**src/rtl/alu_arbiter.sv**
```systemverilog
// Round-robin arbiter sharing one external ALU between two requesters.
// Each operation takes IDLE(handshake) -> EXEC -> RESP; status flags update on S.
module alu_arbiter #(
   parameter int DATA_W = 32,
   parameter int FLAG_W = 4
) (
   input  logic              clk,
   input  logic              rst,
   input  logic              req0_valid,
   output logic              req0_ready,
   input  logic [DATA_W-1:0] req0_in1,
   input  logic [DATA_W-1:0] req0_in2,
   input  logic [3:0]        req0_opcode,
   input  logic [3:0]        req0_cond,
   input  logic [4:0]        req0_sr_bit,
   input  logic [2:0]        req0_sr_cont,
   input  logic              req0_s,
   input  logic [15:0]       req0_imm,
   input  logic              req1_valid,
   output logic              req1_ready,
   input  logic [DATA_W-1:0] req1_in1,
   input  logic [DATA_W-1:0] req1_in2,
   input  logic [3:0]        req1_opcode,
   input  logic [3:0]        req1_cond,
   input  logic [4:0]        req1_sr_bit,
   input  logic [2:0]        req1_sr_cont,
   input  logic              req1_s,
   input  logic [15:0]       req1_imm,
   output logic              resp0_valid,
   output logic [DATA_W-1:0] resp0_out,
   output logic [FLAG_W-1:0] resp0_flags,
   output logic              resp1_valid,
   output logic [DATA_W-1:0] resp1_out,
   output logic [FLAG_W-1:0] resp1_flags,
   output logic [DATA_W-1:0] alu_in1,
   output logic [DATA_W-1:0] alu_in2,
   output logic [3:0]        alu_opcode,
   output logic [3:0]        alu_cond,
   output logic [4:0]        alu_sr_bit,
   output logic [2:0]        alu_sr_cont,
   output logic              alu_s,
   output logic [15:0]       alu_imm,
   input  logic [DATA_W-1:0] alu_out,
   input  logic [FLAG_W-1:0] alu_flags,
   output logic [FLAG_W-1:0] flags_q,
   output logic              busy
);

   typedef enum logic [1:0] {IDLE, EXEC, RESP} state_t;

   state_t            state_q, state_d;
   logic              last_grant_q, grant_q;
   logic              gnt0, gnt1;
   logic [DATA_W-1:0] in1_q, in2_q;
   logic [3:0]        opcode_q, cond_q;
   logic [4:0]        sr_bit_q;
   logic [2:0]        sr_cont_q;
   logic              s_q;
   logic [15:0]       imm_q;
   logic              resp0_valid_q, resp1_valid_q;
   logic [DATA_W-1:0] resp0_out_q, resp1_out_q;
   logic [FLAG_W-1:0] resp0_flags_q, resp1_flags_q;

   // On contention the requester that did not win last time is served.
   assign gnt0 = req0_valid & (~req1_valid | last_grant_q);
   assign gnt1 = req1_valid & (~req0_valid | ~last_grant_q);

   assign req0_ready = (state_q == IDLE) & gnt0;
   assign req1_ready = (state_q == IDLE) & gnt1;
   assign busy       = (state_q != IDLE);

   always_comb begin
      state_d = state_q;
      case (state_q)
         IDLE:    if (gnt0 | gnt1) state_d = EXEC;
         EXEC:    state_d = RESP;
         default: state_d = IDLE;
      endcase
   end

   always_ff @(posedge clk) begin
      if (rst) begin
         state_q       <= IDLE;
         last_grant_q  <= 1'b1;
         grant_q       <= 1'b0;
         in1_q         <= '0;
         in2_q         <= '0;
         opcode_q      <= '0;
         cond_q        <= '0;
         sr_bit_q      <= '0;
         sr_cont_q     <= '0;
         s_q           <= 1'b0;
         imm_q         <= '0;
         resp0_valid_q <= 1'b0;
         resp1_valid_q <= 1'b0;
         resp0_out_q   <= '0;
         resp1_out_q   <= '0;
         resp0_flags_q <= '0;
         resp1_flags_q <= '0;
         flags_q       <= '0;
      end else begin
         state_q       <= state_d;
         resp0_valid_q <= 1'b0;
         resp1_valid_q <= 1'b0;
         case (state_q)
            IDLE: begin
               if (gnt0 | gnt1) begin
                  grant_q      <= gnt1;
                  last_grant_q <= gnt1;
                  in1_q        <= gnt1 ? req1_in1     : req0_in1;
                  in2_q        <= gnt1 ? req1_in2     : req0_in2;
                  opcode_q     <= gnt1 ? req1_opcode  : req0_opcode;
                  cond_q       <= gnt1 ? req1_cond    : req0_cond;
                  sr_bit_q     <= gnt1 ? req1_sr_bit  : req0_sr_bit;
                  sr_cont_q    <= gnt1 ? req1_sr_cont : req0_sr_cont;
                  s_q          <= gnt1 ? req1_s       : req0_s;
                  imm_q        <= gnt1 ? req1_imm     : req0_imm;
               end
            end
            EXEC: begin
               // Result capture and flag update share the edge that raises the strobe.
               if (grant_q) begin
                  resp1_valid_q <= 1'b1;
                  resp1_out_q   <= alu_out;
                  resp1_flags_q <= alu_flags;
               end else begin
                  resp0_valid_q <= 1'b1;
                  resp0_out_q   <= alu_out;
                  resp0_flags_q <= alu_flags;
               end
               if (s_q) flags_q <= alu_flags;
            end
            default: ;
         endcase
      end
   end

   assign alu_in1     = in1_q;
   assign alu_in2     = in2_q;
   assign alu_opcode  = opcode_q;
   assign alu_cond    = cond_q;
   assign alu_sr_bit  = sr_bit_q;
   assign alu_sr_cont = sr_cont_q;
   assign alu_s       = s_q;
   assign alu_imm     = imm_q;

   assign resp0_valid = resp0_valid_q;
   assign resp1_valid = resp1_valid_q;
   assign resp0_out   = resp0_out_q;
   assign resp1_out   = resp1_out_q;
   assign resp0_flags = resp0_flags_q;
   assign resp1_flags = resp1_flags_q;

endmodule

```
**config.mk**
```make
export PLATFORM = sky130hd
export DESIGN_NAME = alu_arbiter
export DESIGN_NICKNAME = d
export VERILOG_FILES = /design/src/rtl/alu_arbiter.sv
export SDC_FILE = /design/constraint.sdc
export NUM_CORES = 1
export LEC_CHECK = 0
export BUFFER_PORTS_ARGS = -buffer_cell sky130_fd_sc_hd__buf_2
export CAP_MARGIN = 10
export CORE_AREA = 2 2 159 161
export CTS_CLUSTER_SIZE = 25
export DETAILED_ROUTE_END_ITERATION = 7
export DIE_AREA = 0 0 161 163
export PLACE_DENSITY_LB_ADDON = 0.15
export SETUP_SLACK_MARGIN = 0.2
export SLEW_MARGIN = 20
export SYNTH_ARGS = -nofsm -noshare
export SYNTH_HDL_FRONTEND = slang
export SYNTH_SLANG_ARGS = --single-unit
```
**constraint.sdc**
```tcl
create_clock -name clk -period 4.76 [get_ports clk]
set_clock_uncertainty 0.15 [all_clocks]
set_input_delay 0.238 -clock clk [delete_from_list [all_inputs] [get_ports clk]]
set_output_delay 0.238 -clock clk [all_outputs]
set_load 0.02 [all_outputs]
```
==> metrics.md, run 1 <==
| Metric | Value |
|---|---|
| Status | `completed` |
| Setup TNS | `0 ns` |
| Max Slew Vio Count | `0` |
| Worst setup SP type | `flop` |
| Site row count | `58` |
| Crit path capture | `alu_in1[6]` |
| RR Startpoint | `state_q[1]` |
| LEAKAGE | `5.753 nW` |
| Setup bufs post-CTS | `0` |
| R2R depth | `5` |
| Hold Crit Class | `input port to flop` |
| DRT Pass-1 Iters | `4` |
| Sequential area share after synthesis | `49.27%` |
| YS warnings | `0` |
| Clock-pin transition on the worst setup and hold timing paths | `0.08 ns` |
| Design Area, Final | `0.01236 mm²` |
| Hold_buf cts | `229` |
| I/O pins | `412` |
| Netlist cell types | `25` |
| FF-to-FF setup slack | `1.58 ns` |
| Most common cell after layout, fill and taps aside | `buf_2` |
| Vias per cell | `4.771` |
| Synth async-reset ratio | `0%` |
| CP endpoint kind | `flop` |
| Max Clock Freq | `0.3149 GHz` |
| Power Dens Cells | `340.7 mW/mm²` |
| Placed instance area | `0.009457 mm²` |
| Syn_nets | `1137` |
| Root Driver | `clkbuf_16` |
| H-tree levels | `4` |
| Main synth FF type | `dfxtp_1` |
| Wire length per cell | `16.31 µm` |
| Antenna-violating nets left | `0` |
| Final Hold Vio Count | `0` |
| Combinational Power Share | `25.3%` |
| Max cap viols | `0` |
| Stages on worst setup path | `5` |
| CP arrival | `3.35 ns` |
| P_sw | `1.342 mW` |
| Critical Path Source | `state_q[1]` |
| Share of layout cells above drive strength 1 | `32.11%` |
| Routability cong. | `0.8194` |
| Vias | `8731` |
| Synth-to-layout area growth | `69.95%` |
| Synth Register Bits | `179` |
| Clock power frac | `34.5%` |
| Peak supply drop | `187.5 µV` |
| Total die area | `0.02624 mm²` |
| Post-synth EDFFs | `0` |
| RSZ-0062 raised after global routing | `false` |
| Initial antenna violation count | `6` |
| Mapped Area | `0.007273 mm²` |
| Syn Inst Count | `903` |
| Largest net degree at the start of global routing | `87` |
| Avg Cell Area, Syn | `8.055 µm²` |
| Sequential power share | `40.2%` |
| Worst path max stage delay | `0.75 ns` |
| Final setup vio count | `0` |
| Slew HR | `30.26%` |
| Die Y | `163 µm` |
| Number of global-route vias before repair | `8890` |
| Crit path max-delay family | `buffers and inverters` |
| WL final | `29.84 mm` |
| Critical path class | `flop to flop` |
| Crit path buf inv count | `2` |
| Worst-Margin Slew | `1.046 ns` |
| CTS resizes | `0` |
| DIE WIDTH | `161 µm` |
| Insertion delay of the later-clocked pin in the worst-skew pair | `0.42 ns` |
| GRT Total Usage | `21.93%` |
| First-iteration detailed-routing DRC count | `459` |
| Max FO, Critical Path | `57` |
| Clk buf depth | `2` |
| Commonest non-fill, non-tap cells in the layout | `buf_2 (410), nand2_1 (338), dlygate4sd3_1 (229), dfxtp_1 (179), a21oi_1 (169)` |
| Sw Ratio | `31.88%` |
| Num CTS Buffers | `17` |
| Global-route wire length before repair | `46.15 mm` |
| Post-route DRC | `0` |
| Minimum clock period | `3.176 ns` |
| Core Area | `0.02467 mm²` |
| Layout Nets | `1716` |
| Internal | `2.869 mW` |
| CTS tree | `done` |
| PortBufs | `411` |
| Post-DP HPWL | `18.39 mm` |
| CP Cell Sequence | `nor2_4 -> and2_4 -> buf_4 -> a311oi_1 -> dlygate4sd3_1` |
| Slowest CP cell | `and2_4` |
| Layout Utilization | `50.10%` |
| Tcrit/Tclk final | `66.71%` |
| CP required | `4.93 ns` |
| Clock Sinks | `179` |
| FF-to-FF End | `alu_in1[6]` |
| Grt ovf | `0` |
| Initial Util | `29.48%` |
[cell usage after synthesis, types with 2 or more instances]
library cell  count  area share (%)
a21oi_1         169              12
a311oi_1         78             9.4
a311oi_2         19             3.9
buf_1             6            0.31
buf_2            20             1.4
buf_4             3            0.31
buf_6             4            0.62
clkbuf_1         57             2.9
dfxtp_1         179              49
mux2i_1           4            0.55
nand2_1         338              17
nand3b_1          2            0.21
nor2_1           10            0.52
nor2b_1           2            0.17
or3b_2            2            0.24
[flip-flops by register name (all words and copies together) (netlist names)]
signal        flops
grant_q           1
last_grant_q      1
resp0_flags       4
resp1_out        32
resp1_valid       1
resp0_out        32
alu_sr_bit        5
resp0_valid       1
alu_s             1
alu_cond          4
alu_imm          16
alu_in1          32
state_q           2
alu_opcode        4
flags_q           4
alu_sr_cont       3
resp1_flags       4
alu_in2          32
[power groups by stage]
stage	Sequential, mW	Combinational (mW)	Clock (mW)
detailed placement	1.72	0.848	0
global route	1.71	1.15	1.56
global placement	1.72	0.846	0
CTS	1.69	1.06	1.50
finish	1.69	1.07	1.45
floorplan	1.87	0.369	0
[worst min-delay path by stage]
stage,startpoint,endpoint,slack [ns],depth (start not counted)
after floorplan,alu_flags[0],resp0_flags[0],0.22,2
after global placement,resp1_out[2],resp1_out[2],0.29,2
after detailed placement,resp0_out[7],resp0_out[7],0.29,2
after CTS,req0_opcode[1],alu_opcode[1],0.009,3
after global routing,req0_opcode[1],alu_opcode[1],0.01,3
final,req0_opcode[1],alu_opcode[1],0.02,3
[cells by family after synthesis]
logic type | synth area share [%]
AOI/OAI and AO/OA | 25.43
buffers and inverters | 5.608
DFF | 49.27
muxes | 0.5505
and+or+nand+nor | 19.15
[routing by layer]
layer | global-route usage (%) | vias to the layer above | part of all wire [%]
met5 | 0 | - | 0.054
li1 | - | 4300 | -
met2 | 39.64 | 308 | 51
met1 | 24.80 | 4076 | 40
met4 | 8.442 | 2 | 2.4
met3 | 5.577 | 45 | 6.9
[through the flow]
step                hold WS, ns  cells  setup WS [ns]  total power [mW]
global route            0.01456   1830          1.379             4.417
floorplan                0.2240    903          2.906             2.240
finish                  0.02430   1830          1.584             4.212
CTS                    0.008823   1825          1.611             4.250
global placement         0.2896   1564          2.206             2.568
detailed placement       0.2930   1564          2.158             2.571
[area by class of cell]
type,instances,area [µm²]
antenna,5,12.51
clock buffer,18,439.2
clock inverter,14,160.2
fill,2488,12310
inverter,1,3.754
multi-input combinational,633,3318
sequential,179,3583
tap,330,412.9
timing repair buffer,650,4431
[tightest hold or removal path, stage by stage]
cell	delay [ns]
buf_2	0.10
nand2_1	0.11
a311oi_1	0.11
Note: power is estimated with default switching activity, not from simulation.
==> inputs of run 2 (changes only) <==
--- a/config.mk
+++ b/config.mk
@@ -5,12 +5,13 @@
 export SDC_FILE = /design/constraint.sdc
 export NUM_CORES = 1
 export LEC_CHECK = 0
+export ABC_AREA = 1
 export BUFFER_PORTS_ARGS = -buffer_cell sky130_fd_sc_hd__buf_2
 export CAP_MARGIN = 10
-export CORE_AREA = 2 2 159 161
+export CORE_AREA = 2 2 162 164
 export CTS_CLUSTER_SIZE = 25
 export DETAILED_ROUTE_END_ITERATION = 7
-export DIE_AREA = 0 0 161 163
+export DIE_AREA = 0 0 164 166
 export PLACE_DENSITY_LB_ADDON = 0.15
 export SETUP_SLACK_MARGIN = 0.2
 export SLEW_MARGIN = 20
==> constraint.sdc (replaced) <==
create_clock -name clk -period 3.1 [get_ports clk]
set_clock_uncertainty 0.15 [all_clocks]
set_input_delay 0.155 -clock clk [delete_from_list [all_inputs] [get_ports clk]]
set_output_delay 0.155 -clock clk [all_outputs]
set_load 0.02 [all_outputs]
==> run 2 against run 1 <==
  * First-iteration DRC count grew 5.7%
  * Critical endpoint is now alu_sr_cont[1]
  * Clock power grew 54%
  * Register-to-register slack lost 0.95 ns
  * Critical path type is now input port to flop
  * Non-clock buffer count grew 4
  * Die area grew 3.7%
  * Critical path depth grew 5
  * Via count grew 11%
  * Hold slack lost 0.023 ns
  * Sequential share of layout area shrank 2.0 points
  * Utilization grew 1.8 points
==> metrics.md, run 2 <==
| Metric | Value |
|---|---|
| Commonest cells in the synthesized netlist | `nand2_1 (464), nor2_1 (199), dfxtp_1 (179) (was nand2_1 (338), dfxtp_1 (179), a21oi_1 (169))` |
| FILL cells | `2584 (was 2488)` |
| Vias per cell | `4.329 (was 4.771)` |
| RR Startpoint | `last_grant_q (was state_q[1])` |
| Initial Util | `31.79% (was 29.48%)` |
| Minimum clock period | `2.514 ns` |
| YS warnings | `0 (unchanged)` |
| WHS Path Cells | `5 (was 3)` |
| Post-synthesis adder-cell area fraction | `0% (unchanged)` |
| Die Y | `166 µm (was 163 µm)` |
| Power Dens Cells | `511.9 mW/mm² (was 340.7 mW/mm²)` |
| Hold Crit Class | `input port to flop (unchanged)` |
| Slew HR | `48.49% (was 30.26%)` |
| Wire length per cell | `12.91 µm (was 16.31 µm)` |
| Max Clock Freq | `0.3977 GHz` |
| WL final | `28.84 mm (was 29.84 mm)` |
| Max cap viols | `0 (unchanged)` |
| CTS resizes | `0 (unchanged)` |
| Slowest CP cell | `dlygate4sd3_1 (was and2_4)` |
| Design Area, Final | `0.01329 mm² (was 0.01236 mm²)` |
| Post-synth EDFFs | `0 (unchanged)` |
| Peak supply drop | `345.9 µV (was 187.5 µV)` |
| Post-DP HPWL | `19.34 mm (was 18.39 mm)` |
| Placed instance area | `0.01040 mm² (was 0.009457 mm²)` |
| Max FO, Critical Path | `70 (was 57)` |
| Final setup vio count | `0 (unchanged)` |
| Layout Nets | `2119 (was 1716)` |
| Worst setup SP type | `input port (was flop)` |
| Compound-Gate Fraction of Synth Area | `7.191% (was 25.43%)` |
| CP endpoint kind | `flop (unchanged)` |
| Status | `completed (unchanged)` |
| FF-to-FF End | `alu_sr_cont[1] (was alu_in1[6])` |
| Commonest non-fill, non-tap cells in the layout | `nand2_1 (464), buf_2 (410), dlygate4sd3_1 (227), nor2_1 (199), dfxtp_1 (179) (was buf_2 (410), nand2_1 (338), dlygate4sd3_1 (229), dfxtp_1 (179), a21oi_1 (169))` |
| # diodes | `0 (was 5)` |
| Grt ovf | `0 (unchanged)` |
| Yosys top cell by area | `dfxtp_1 (unchanged)` |
| Share of layout cells above drive strength 1 | `24.55% (was 32.11%)` |
| Synth async-reset ratio | `0% (unchanged)` |
| Most common cell after layout, fill and taps aside | `nand2_1 (was buf_2)` |
| RSZ-0062 raised after global routing | `false (unchanged)` |
| Most common cell in the synthesized netlist | `nand2_1 (unchanged)` |
| Fin cells | `2233 (was 1830)` |
| H-tree levels | `4 (unchanged)` |
| Initial antenna violation count | `1 (was 6)` |
| Vias | `9667 (was 8731)` |
| Synth-to-layout area growth | `63.26% (was 69.95%)` |
| R2R depth | `8 (was 5)` |
| First-iteration detailed-routing DRC count | `485 (was 459)` |
| PortBufs | `411 (unchanged)` |
| Clk buf depth | `2 (unchanged)` |
| Syn Inst Count | `1298 (was 903)` |
| Critical path class | `input port to flop (was flop to flop)` |
| Hold Path End | `alu_in2[9] (was alu_opcode[1])` |
| Avg Cell Area, Syn | `6.273 µm² (was 8.055 µm²)` |
| Max Slew Vio Count | `0 (unchanged)` |
| Antenna-violating nets left | `0 (unchanged)` |
| LEAKAGE | `7.056 nW (was 5.753 nW)` |
| Core Area | `0.02562 mm² (was 0.02467 mm²)` |
| Worst path max stage delay | `0.56 ns (was 0.75 ns)` |
| Post-Synth XOR/XNOR Area | `0% (unchanged)` |
| Area share of the largest cell type after synthesis | `44.01% (was 49.27%)` |
| Mux contribution to synthesized area | `0% (was 0.5505%)` |
| Setup bufs post-CTS | `0 (unchanged)` |
| GRT Total Usage | `20.57% (was 21.93%)` |
| Post-route DRC | `0 (unchanged)` |
| Simple-gate share of the synthesized area | `37.22% (was 19.15%)` |
| Crit path max-delay family | `buffers and inverters (unchanged)` |
| Netlist cell types | `14 (was 25)` |
| Tcrit/Tclk final | `81.10%` |
| Synth Register Bits | `179 (unchanged)` |
| Hold_buf cts | `227 (was 229)` |
| Routability cong. | `0.7845 (was 0.8194)` |
| Setup TNS | `0 ns (unchanged)` |
| Syn_nets | `1532 (was 1137)` |
| Root Driver | `clkbuf_16 (unchanged)` |
| DIE WIDTH | `164 µm (was 161 µm)` |
| Worst Hold Slack | `0.001765 ns (was 0.02430 ns)` |
| Placed Cells | `1974 (was 1564)` |
| CTS tree | `done (unchanged)` |
| CP arrival | `2.73 ns (was 3.35 ns)` |
| Hold path startpoint | `req1_in2[9] (was req0_opcode[1])` |
| Number of global-route vias before repair | `9111 (was 8890)` |
| Final Hold Vio Count | `0 (unchanged)` |
| I/O pins | `412 (unchanged)` |
| Site row count | `59 (was 58)` |
| DRT Pass-1 Iters | `4 (unchanged)` |
| FF-to-FF setup slack | `0.63 ns (was 1.58 ns)` |
| CP required | `3.32 ns (was 4.93 ns)` |
| Total die area | `0.02722 mm² (was 0.02624 mm²)` |
| Global-route wire length before repair | `44.82 mm (was 46.15 mm)` |
| CP Cell Sequence | `dlygate4sd3_1 -> buf_2 -> nand2_4 -> nand2_4 -> buf_4 -> nand2_1 -> nand2_1 -> dlygate4sd3_1 -> nor2_1 -> nor2_1 (was nor2_4 -> and2_4 -> buf_4 -> a311oi_1 -> dlygate4sd3_1)` |
| Num CTS Buffers | `17 (unchanged)` |
| Clock Sinks | `179 (unchanged)` |
| Main synth FF type | `dfxtp_1 (unchanged)` |
| Top cells by area, synth | `dfxtp_1 (44%), nand2_1 (21%), nor2_1 (9.2%) (was dfxtp_1 (49%), nand2_1 (17%), a21oi_1 (12%))` |
| Worst-Margin Slew | `0.7726 ns (was 1.046 ns)` |
| Sequential area share after synthesis | `44.01% (was 49.27%)` |
| Clock-pin transition on the worst setup and hold timing paths | `0.08 ns (about the same)` |
| Mapped Area | `0.008143 mm² (was 0.007273 mm²)` |
| Main combinational cell family by area after synthesis | `simple AND/OR/NAND/NOR gates (was compound AO/OA/AOI/OAI gates)` |
| Largest net degree at the start of global routing | `112 (was 87)` |
| Crit path buf inv count | `4 (was 2)` |
| Insertion delay of the later-clocked pin in the worst-skew pair | `0.42 ns (about the same)` |
[run 2: metal layers]
layer  part of all wire (%)  track usage [%]  up-vias
met5                      0                0        -
met4                    3.0            7.094        0
met3                    6.5            5.544       43
met2                     49            37.60      301
met1                     41            22.67     4225
li1                       -                -     5098
[run 2: power breakdown]
group / switching (mW) / leakage, nW / internal, mW
registers: 0.107 / 1.47 / 2.53
clock network: 1.12 / 0.298 / 1.11
logic: 1.13 / 5.28 / 0.807
total: 2.36 / 7.06 / 4.45
[run 2: final cells by class]
| class | count | area, µm² | area share [%] |
|---|---|---|---|
| repair buffers | 654 | 4477 | 33.68 |
| multi-input cells | 887 | 3645 | 27.42 |
| flip-flops and latches | 179 | 3583 | 26.96 |
| inverters | 146 | 550.5 | 4.141 |
| clock buffers | 17 | 425.4 | 3.200 |
| well taps | 335 | 419.2 | 3.153 |
| clock inverters | 15 | 193.9 | 1.459 |
[run 2: cells by family (layout without fill, tap and decap cells)]
kind of cell	count (synthesis)	in the layout
compound gates	117	117
buf+inv	232	832
flops	179	179
simple gates	770	770
[run 2: worst max-delay path by stage]
| stage | endpoint | slack, ns | startpoint | cells after the start |
|---|---|---|---|---|
| 3_3_place_gp | alu_opcode[2] | 1.08 | state_q[0] | 5 |
| 5_1_grt | alu_in1[29] | 0.44 | last_grant_q | 8 |
| 6_report | alu_sr_cont[1] | 0.59 | req0_valid | 10 |
| 4_1_cts | alu_imm[0] | 0.57 | req0_valid | 10 |
| 2_1_floorplan | alu_cond[0] | 1.75 | state_q[0] | 6 |
| 3_5_place_dp | alu_opcode[2] | 1.03 | state_q[0] | 5 |
[run 2: tightest hold or removal path: cells and delay by family]
kind                   cells  cell delay, ns
and+or+nand+nor            4            0.32
buffers and inverters      1            0.07
[run 2: stage by stage]
stage	power (mW)	worst slack, ns	util (%)
2_1_floorplan	3.735	1.748	-
3_3_place_gp	4.317	1.077	40.61
3_5_place_dp	4.339	1.032	40.61
4_1_cts	6.909	0.5696	51.90
5_1_grt	7.225	0.4403	51.90
6_report	6.806	0.5858	51.90
==> inputs of run 3 (changes only) <==
--- a/config.mk
+++ b/config.mk
@@ -5,7 +5,7 @@
 export SDC_FILE = /design/constraint.sdc
 export NUM_CORES = 1
 export LEC_CHECK = 0
-export ABC_AREA = 1
+export ABC_AREA = 0
 export BUFFER_PORTS_ARGS = -buffer_cell sky130_fd_sc_hd__buf_2
 export CAP_MARGIN = 10
 export CORE_AREA = 2 2 162 164
==> constraint.sdc (replaced) <==
create_clock -name clk -period 2.6 [get_ports clk]
set_clock_uncertainty 0.15 [all_clocks]
set_input_delay 0.13 -clock clk [delete_from_list [all_inputs] [get_ports clk]]
set_output_delay 0.13 -clock clk [all_outputs]
set_load 0.02 [all_outputs]
==> run 3 against run 2 <==
  * Combinational power increased by 3%
  * Via count down 9.5%
  * First-iteration DRC count grew 11%
  * Clock-buffer cell count up 1
  * Cell count shrank 17%
  * Hold slack better by 0.014 ns
  * Power increased by 14%
  * Setup slack worse by 0.32 ns
  * Flip-flop and latch count is the same
==> metrics.md, run 3 (synthesis gave the netlist of run 1 again) <==
| Metric | Value |
|---|---|
| Status | `completed (unchanged)` |
| Initial Util | `28.39% (was 31.79%)` |
| Combinational Power Share | `25.6% (was 28.5%)` |
| Sequential power share | `39.9% (was 38.7%)` |
| Layout Nets | `1728 (was 2119)` |
| Site row count | `59 (unchanged)` |
| PortBufs | `411 (unchanged)` |
| Vias per cell | `4.737 (was 4.329)` |
| WL final | `29.90 mm (was 28.84 mm)` |
| Clk buf depth | `2 (unchanged)` |
| Die Y | `166 µm (unchanged)` |
| Hold Path End | `last_grant_q (was alu_in2[9])` |
| CP arrival | `2.56 ns (was 2.73 ns)` |
| CP required | `2.82 ns (was 3.32 ns)` |
| Clock-pin transition on the worst setup and hold timing paths | `0.07 ns (was 0.08 ns)` |
| Worst-Margin Slew | `0.8386 ns (was 0.7726 ns)` |
| Final Hold Vio Count | `0 (unchanged)` |
| Global-route wire length before repair | `45.37 mm (was 44.82 mm)` |
| Antenna-violating nets left | `0 (unchanged)` |
| DIE WIDTH | `164 µm (unchanged)` |
| Minimum clock period | `2.332 ns` |
| Final setup vio count | `0 (unchanged)` |
| Max cap viols | `0 (unchanged)` |
| CP endpoint kind | `flop (unchanged)` |
| Worst setup SP type | `flop (was input port)` |
| Hold path startpoint | `req1_valid (was req1_in2[9])` |
| Share of layout cells above drive strength 1 | `32.58% (was 24.55%)` |
| First-iteration detailed-routing DRC count | `539 (was 485)` |
| Critical path class | `flop to flop (was input port to flop)` |
| I/O pins | `412 (unchanged)` |
| Peak supply drop | `386.7 µV (was 345.9 µV)` |
| Routability cong. | `0.8044 (was 0.7845)` |
| Synth-to-layout area growth | `72.37% (was 63.26%)` |
| Num CTS Buffers | `17 (unchanged)` |
| WHS Path Cells | `3 (was 5)` |
| Root Driver | `clkbuf_16 (unchanged)` |
| Vias | `8750 (was 9667)` |
| FF-to-FF setup slack | `0.27 ns (was 0.63 ns)` |
| H-tree levels | `4 (unchanged)` |
| Max Slew Vio Count | `0 (unchanged)` |
| R2R depth | `5 (was 8)` |
| P_sw | `2.482 mW (was 2.358 mW)` |
| Tcrit/Tclk final | `89.69%` |
| CTS tree | `done (unchanged)` |
| FF-to-FF End | `alu_in2[24] (was alu_sr_cont[1])` |
| Total die area | `0.02722 mm² (unchanged)` |
| Post-route DRC | `0 (unchanged)` |
| Sw Ratio | `31.97% (was 34.64%)` |
| Largest net degree at the start of global routing | `101 (was 112)` |
| CTS resizes | `0 (unchanged)` |
| Slew HR | `44.09% (was 48.49%)` |
| Power Dens Cells | `619.4 mW/mm² (was 511.9 mW/mm²)` |
| DRT Pass-1 Iters | `4 (unchanged)` |
| Wire length per cell | `16.19 µm (was 12.91 µm)` |
| RSZ-0062 raised after global routing | `true (was false)` |
| Most common cell after layout, fill and taps aside | `buf_2 (was nand2_1)` |
| GRT Total Usage | `20.98% (was 20.57%)` |
| LEAKAGE | `5.845 nW (was 7.056 nW)` |
| Post-DP HPWL | `18.99 mm (was 19.34 mm)` |
| Initial antenna violation count | `6 (was 1)` |
| Clock Sinks | `179 (unchanged)` |
| Max Clock Freq | `0.4288 GHz` |
| Core Area | `0.02562 mm² (unchanged)` |
| Setup TNS | `0 ns (unchanged)` |
| Clock power frac | `34.5% (was 32.8%)` |
| Grt ovf | `0 (unchanged)` |
| Internal | `5.283 mW (was 4.448 mW)` |
| Commonest non-fill, non-tap cells in the layout | `buf_2 (410), nand2_1 (338), dlygate4sd3_1 (230), dfxtp_1 (179), a21oi_1 (169) (was nand2_1 (464), buf_2 (410), dlygate4sd3_1 (227), nor2_1 (199), dfxtp_1 (179))` |
| Hold Crit Class | `input port to flop (unchanged)` |
| Insertion delay of the later-clocked pin in the worst-skew pair | `0.43 ns (was 0.42 ns)` |
| RR Startpoint | `state_q[1] (was last_grant_q)` |
| Max FO, Critical Path | `100 (was 70)` |
| Worst Hold Slack | `0.01592 ns (was 0.001765 ns)` |
| Number of global-route vias before repair | `8595 (was 9111)` |
-- run 3: worst max path at each step --
stage                endpoint         start
5_1_grt         alu_sr_bit[1]    state_q[1]
4_1_cts            alu_in1[3]  last_grant_q
6_report          alu_in2[24]    state_q[1]
3_5_place_dp   resp0_flags[0]    state_q[0]
2_1_floorplan      req1_ready    state_q[0]
3_3_place_gp   resp0_flags[0]    state_q[0]
-- run 3: area by class of cell --
cell class / count / area, µm²
Antenna cell: 5 / 12.51
Clock buffer: 18 / 439.2
Clock inverter: 14 / 162.7
Fill cell: 2608 / 13080
Inverter: 1 / 3.754
Multi-Input combinational cell: 633 / 3318
Sequential cell: 179 / 3583
Tap cell: 335 / 419.2
Timing Repair Buffer: 662 / 4598
-- run 3: per-stage QoR --
step	std cells	setup slack (ns)	power, mW	instance area, µm²	utilization (%)
2_1_floorplan	903	0.8539	4.102	7273	-
4_1_cts	1841	0.2922	7.835	12520	48.86
6_report	1847	0.2680	7.765	12540	48.94
5_1_grt	1846	0.1937	8.130	12530	48.93
3_5_place_dp	1579	0.7021	4.751	9613	37.53
3_3_place_gp	1579	0.7456	4.744	9613	37.53
-- run 3: repair_timing --
item / CTS / global route
setup endpoints to repair: 0 / 20
endpoints found under the hold margin: 173 / 0
setup buffers: 0 / 1
hold buffers: 230 / 0
-- run 3: routing by layer --
metal	wire [µm]	up-vias	global-route usage (%)
met5	16	-	0
met4	838	2	8.047
met3	2106	46	6.119
met2	14470	320	35.66
met1	12480	4062	24.79
li1	-	4320	-
-- run 3: power groups by stage --
stage / clock network, mW / logic [mW] / registers (mW)
after global routing: 2.85 / 2.15 / 3.12
after detailed placement: 0 / 1.60 / 3.15
after floorplan: 0 / 0.675 / 3.43
final: 2.68 / 1.99 / 3.10
after CTS: 2.75 / 1.99 / 3.10
after global placement: 0 / 1.59 / 3.15
-- run 3: worst max-delay path, stage by stage, from the launching register on --
cell           delay, ns
dfxtp_1             0.40
nor2_4              0.18
buf_12              0.33
a21oi_1             0.16
a311oi_2            0.27
dlygate4sd3_1       0.59
